### src/rtl/mem_arbiter_2p.sv
// Two-port arbiter/sequencer for a shared 1-cycle synchronous memory, with lock for atomic RMW.
// Define MEM_ARB_ROUND_ROBIN_EN for round-robin contention; default build is fixed priority (port 0).
module mem_arbiter_2p #(
   parameter int AW = 8,
   parameter int DW = 8
) (
   input  logic          clk,
   input  logic          rst_n,
   input  logic          req0,
   input  logic          req1,
   input  logic          we0,
   input  logic          we1,
   input  logic          lock0,
   input  logic          lock1,
   input  logic [AW-1:0] addr0,
   input  logic [AW-1:0] addr1,
   input  logic [DW-1:0] d_i0,
   input  logic [DW-1:0] d_i1,
   output logic          gnt0,
   output logic          gnt1,
   output logic          rvalid0,
   output logic          rvalid1,
   output logic [DW-1:0] d_o,
   output logic          mem_we,
   output logic [AW-1:0] mem_addr,
   output logic [DW-1:0] mem_d_i,
   input  logic [DW-1:0] mem_d_o
);

   typedef enum logic [1:0] {IDLE, OWN0, OWN1} state_t;

   state_t state;
   logic   pick1;
   logic   g0, g1;

`ifdef MEM_ARB_ROUND_ROBIN_EN
   // Set when port 0 was granted last, so port 1 wins the next IDLE contention.
   logic prio1;

   always_ff @(posedge clk or negedge rst_n) begin
      if (!rst_n)    prio1 <= 1'b0;
      else if (gnt0) prio1 <= 1'b1;
      else if (gnt1) prio1 <= 1'b0;
   end

   assign pick1 = prio1;
`else
   assign pick1 = 1'b0;
`endif

   always_comb begin
      g0 = 1'b0;
      g1 = 1'b0;
      case (state)
         IDLE: begin
            if (req0 && req1) begin
               g0 = ~pick1;
               g1 = pick1;
            end else begin
               g0 = req0;
               g1 = req1;
            end
         end
         OWN0:    g0 = req0;
         OWN1:    g1 = req1;
         default: ;
      endcase
   end

   // Grants are combinational, so they must be gated by reset directly.
   assign gnt0 = g0 & rst_n;
   assign gnt1 = g1 & rst_n;

   assign mem_we   = (gnt0 & we0) | (gnt1 & we1);
   assign mem_addr = gnt1 ? addr1 : addr0;
   assign mem_d_i  = gnt1 ? d_i1  : d_i0;
   assign d_o      = mem_d_o;

   always_ff @(posedge clk or negedge rst_n) begin
      if (!rst_n) begin
         state   <= IDLE;
         rvalid0 <= 1'b0;
         rvalid1 <= 1'b0;
      end else begin
         rvalid0 <= gnt0 & ~we0;
         rvalid1 <= gnt1 & ~we1;
         case (state)
            IDLE: begin
               if (gnt0 && lock0)      state <= OWN0;
               else if (gnt1 && lock1) state <= OWN1;
            end
            OWN0:    if (!req0 || !lock0) state <= IDLE;
            OWN1:    if (!req1 || !lock1) state <= IDLE;
            default: state <= IDLE;
         endcase
      end
   end

endmodule

### config.mk
export PLATFORM = sky130hd
export DESIGN_NAME = mem_arbiter_2p
export DESIGN_NICKNAME = d
export VERILOG_FILES = /design/src/rtl/mem_arbiter_2p.sv
export SDC_FILE = /design/constraint.sdc
export NUM_CORES = 1
export LEC_CHECK = 0
export BUFFER_PORTS_ARGS = -buffer_cell sky130_fd_sc_hd__clkbuf_2
export CORE_MARGIN = 2
export CORE_UTILIZATION = 27
export CTS_CLUSTER_DIAMETER = 30
export DETAILED_ROUTE_END_ITERATION = 10
export GPL_TIMING_DRIVEN = 0
export HOLD_SLACK_MARGIN = 0.12
export PLACE_DENSITY = 0.87
export SETUP_SLACK_MARGIN = 0.2
export SLEW_MARGIN = 20
export SYNTH_ARGS = -nofsm -noshare
export SYNTH_HDL_FRONTEND = slang
export SYNTH_SLANG_ARGS = --single-unit
### constraint.sdc
create_clock -name clk -period 2 [get_ports clk]
set_clock_uncertainty 0.15 [all_clocks]
set_input_delay 0.3 -clock clk [delete_from_list [all_inputs] [get_ports clk]]
set_output_delay 0.3 -clock clk [all_outputs]
set_load 0.1 [all_outputs]
==> results by group <==
Run status
  • Status: finished with violations
  • Failing checks: negative setup slack

Power
  • Internal power: 0.355 mW
  • Logic pwr share: 74.5%
  • Seq pwr share: 11.9%
  • Leak: 0.727 nW
  • Cell Pwr Density: 555 nW/um^2
  • Clock share of power: 13.7%
  • Switching Share: 51.4%
  • Psw: 0.374 mW
  • Max rail drop VDD: 0.000325 V

Global routing
  • Vias in the first global route: 655
  • Largest net degree at the start of global routing: 9
  • First-pass GRT wire length: 2770 um
  • Gr ovfl total: 0
  • Initial antenna violation count: 0
  • GRT Overall Usage: 18.5%

STA
  • RSZ-0062 raised after global routing: yes
  • Final Hold Viols: 0
  • Slew margin rel.: 63.2%
  • Final period util: 113%
  • Max Fclk: 0.443 GHz
  • Hold slack: 0.156 ns
  • Worst Tran Pin Value: 0.554 ns
  • Final Slew Violations: 0
  • Tmin final: 2.26 ns
  • Final worst slack: -0.258 ns
  • Final setup viols: 18

Clock tree
  • CTS Buf Count: 3
  • TritonCTS sink count: 4
  • Clk Latency, worst-skew pair: 0.23 ns
  • CTS Root Cell: clkbuf_4
  • Clk slew on worst S/H paths: 0.03 ns
  • CTS tree: done
  • Clock Tree Buf Depth: 2
  • H-tree levels: 1

Setup path
  • Worst path required time: 1.55 ns
  • Startpoint Class: register
  • R2R depth: 6
  • CP max stage delay: 0.38 ns
  • Critical path origin: state[1]
  • End of the worst register-to-register path: rvalid1
  • Reg2Reg Launch Point: state[1]
  • Critical path class: reg -> out
  • Critical Path, Cell by Cell: nor2b_4, nor4bb_4, buf_6, buf_12, mux2_4, clkbuf_16
  • CP Capture Point: mem_d_i[0]
  • R2r setup slk: 0.47 ns
  • Worst setup EP type: output pin
  • Worst Path Arrival: 1.81 ns
  • Worst Path Max Fanout: 8
  • CP max stage cell: dfrtp_1

Yosys
  • Synthesis-stage register bit count: 4
  • Syn. warnings: 0
  • Sequential fraction of the synthesis area: 20.8%
  • Post-Syn Nets: 88
  • Top post-synthesis cells by area: mux2_4 (22%), mux2_2 (21%), dfrtp_1 (21%)
  • Syn Inst Count: 40
  • Mapped Area: 480 sq um
  • Post-synth top area share: 21.9%
  • Post-synth top area cell: mux2_4
  • Synth cell types: 14
  • Avg Cell Area, Syn: 12.0 sq um

Finish
  • Post-Layout Cell Count: 147
  • P&R area growth vs syn: 173%
  • # diodes: 0
  • Fill cells: 108
  • Share of cells above drive strength 1: 89.3%
  • Nets@finish: 172
  • Post-layout util: 76.8%

Floorplan
  • Die height: 46.2 um
  • Row count: 15
  • Die width: 46.2 um
  • I/O pins: 77
  • Starting Density: 28.1%
  • Die area: 2130 sq um
  • Core Region: 1710 sq um

Routing
  • Routed wire length: 2010 um
  • WL/cell: 13.7 um
  • Drt initial violations: 2
  • Post-DRT Antenna Nets: 0
  • DRT Pass-1 Iters: 2
  • DRC: 0
  • DR vias/cell: 4.31
  • Vias: 633

Placement
  • Port bufs: 68
  • GPL Wtd Cong: 0.602
  • Inst Count DP: 133

Min path
  • Hold path depth: 2
  • Type of the tightest min-delay check: in -> reg

Flow run
  • Max-Cap Viols: 0
-- critical path, delay by kind of cell, from the launching register on --
kind,cells,cell delay (ns)
AND/OR/NAND/NOR,2,0.37
flip-flops,1,0.38
buffers and inverters,3,0.50
multiplexers,1,0.31
-- worst min path at each step --
stage,start,endpoint,slack [ns]
6_report,lock0,state[0],0.16
5_1_grt,lock0,state[0],0.15
4_1_cts,lock0,state[0],0.14
3_5_place_dp,rst_n,rvalid1,-0.01
3_3_place_gp,rst_n,rvalid1,-0.02
2_1_floorplan,rst_n,rvalid0,-0.15
-- layer usage --
metal  up-vias  track usage, %  part of all wire (%)
met2        52            35.0                    54
li1        299               -                     -
met1       278            17.9                    33
met4         0            8.57                   1.7
met3         4            5.49                    11
met5         -               0                     0
-- layout make-up --
| type | count | area [sq um] | area share [%] |
|---|---|---|---|
| multi-input combinational | 25 | 317 | 24.1 |
| tap | 25 | 31.3 | 2.38 |
| timing repair buffer | 79 | 747 | 56.9 |
| sequential | 4 | 100 | 7.63 |
| clock buffer | 3 | 22.5 | 1.72 |
| inverter | 1 | 3.75 | 0.286 |
| buffer | 10 | 91.3 | 6.96 |
-- synthesized netlist by cell type --
cell,n
inv_1,1
buf_4,9
a21oi_1,1
mux2_2,9
nor4bb_2,1
nor2b_1,2
a22o_1,1
mux2_4,7
nor2b_4,1
and2_1,1
dfrtp_1,4
o211a_1,1
buf_12,1
nor4bb_1,1
-- flip-flops by register name, summed over array words and instances (netlist names) --
name,count
state,2
rvalid1,1
rvalid0,1
-- kinds of logic (layout without fill, tap and decap cells) --
group | Yosys count | count (layout) | share of synthesized area (%)
mux | 16 | 16 | 43.0
flops | 4 | 4 | 20.8
compound gates | 3 | 3 | 4.95
buf+inv | 11 | 93 | 19.0
simple gates | 6 | 6 | 12.2
-- what timing repair did --
action | CTS | global route
endpoints found under the setup margin | 19 | 19
cloned | 1 | 0
resized for setup | 56 | 3
hold endpoints to repair | 6 | 0
hold buffers | 3 | 0
buffers inserted | 6 | 1
-- through the flow --
stage / area [sq um] / worst slack [ns] / TNS [ns] / power, mW
4_1_cts: 1300 / -0.262 / -4.27 / 0.725
5_1_grt: 1310 / -0.340 / -5.57 / 0.754
2_1_floorplan: 490 / 0.0109 / 0 / 0.436
6_report: 1310 / -0.258 / -4.03 / 0.729
3_3_place_gp: 862 / -0.271 / -3.61 / 0.503
3_5_place_dp: 862 / -0.309 / -4.25 / 0.507
-- power by group through the flow --
| stage | Combinational [mW] | Clock [mW] | Sequential (mW) |
|---|---|---|---|
| 6_report | 0.543 | 0.0997 | 0.0864 |
| 5_1_grt | 0.558 | 0.109 | 0.0866 |
| 4_1_cts | 0.533 | 0.105 | 0.0863 |
| 3_5_place_dp | 0.420 | 0 | 0.0873 |
| 3_3_place_gp | 0.416 | 0 | 0.0871 |
| 2_1_floorplan | 0.339 | 0 | 0.0972 |
-- cell usage in the layout, fill, tap and decap left out, drive strengths merged --
cell type | netlist | final
dlygate4sd3 | 0 | 3
buf | 10 | 19
nor4bb | 2 | 2
o211a | 1 | 1
clkbuf | 0 | 70
a22o | 1 | 1
mux2 | 16 | 16
dfrtp | 4 | 4
nor2b | 3 | 3
inv | 1 | 1
a21oi | 1 | 1
and2 | 1 | 1
No activity file was read; power rests on OpenSTA's default activity.
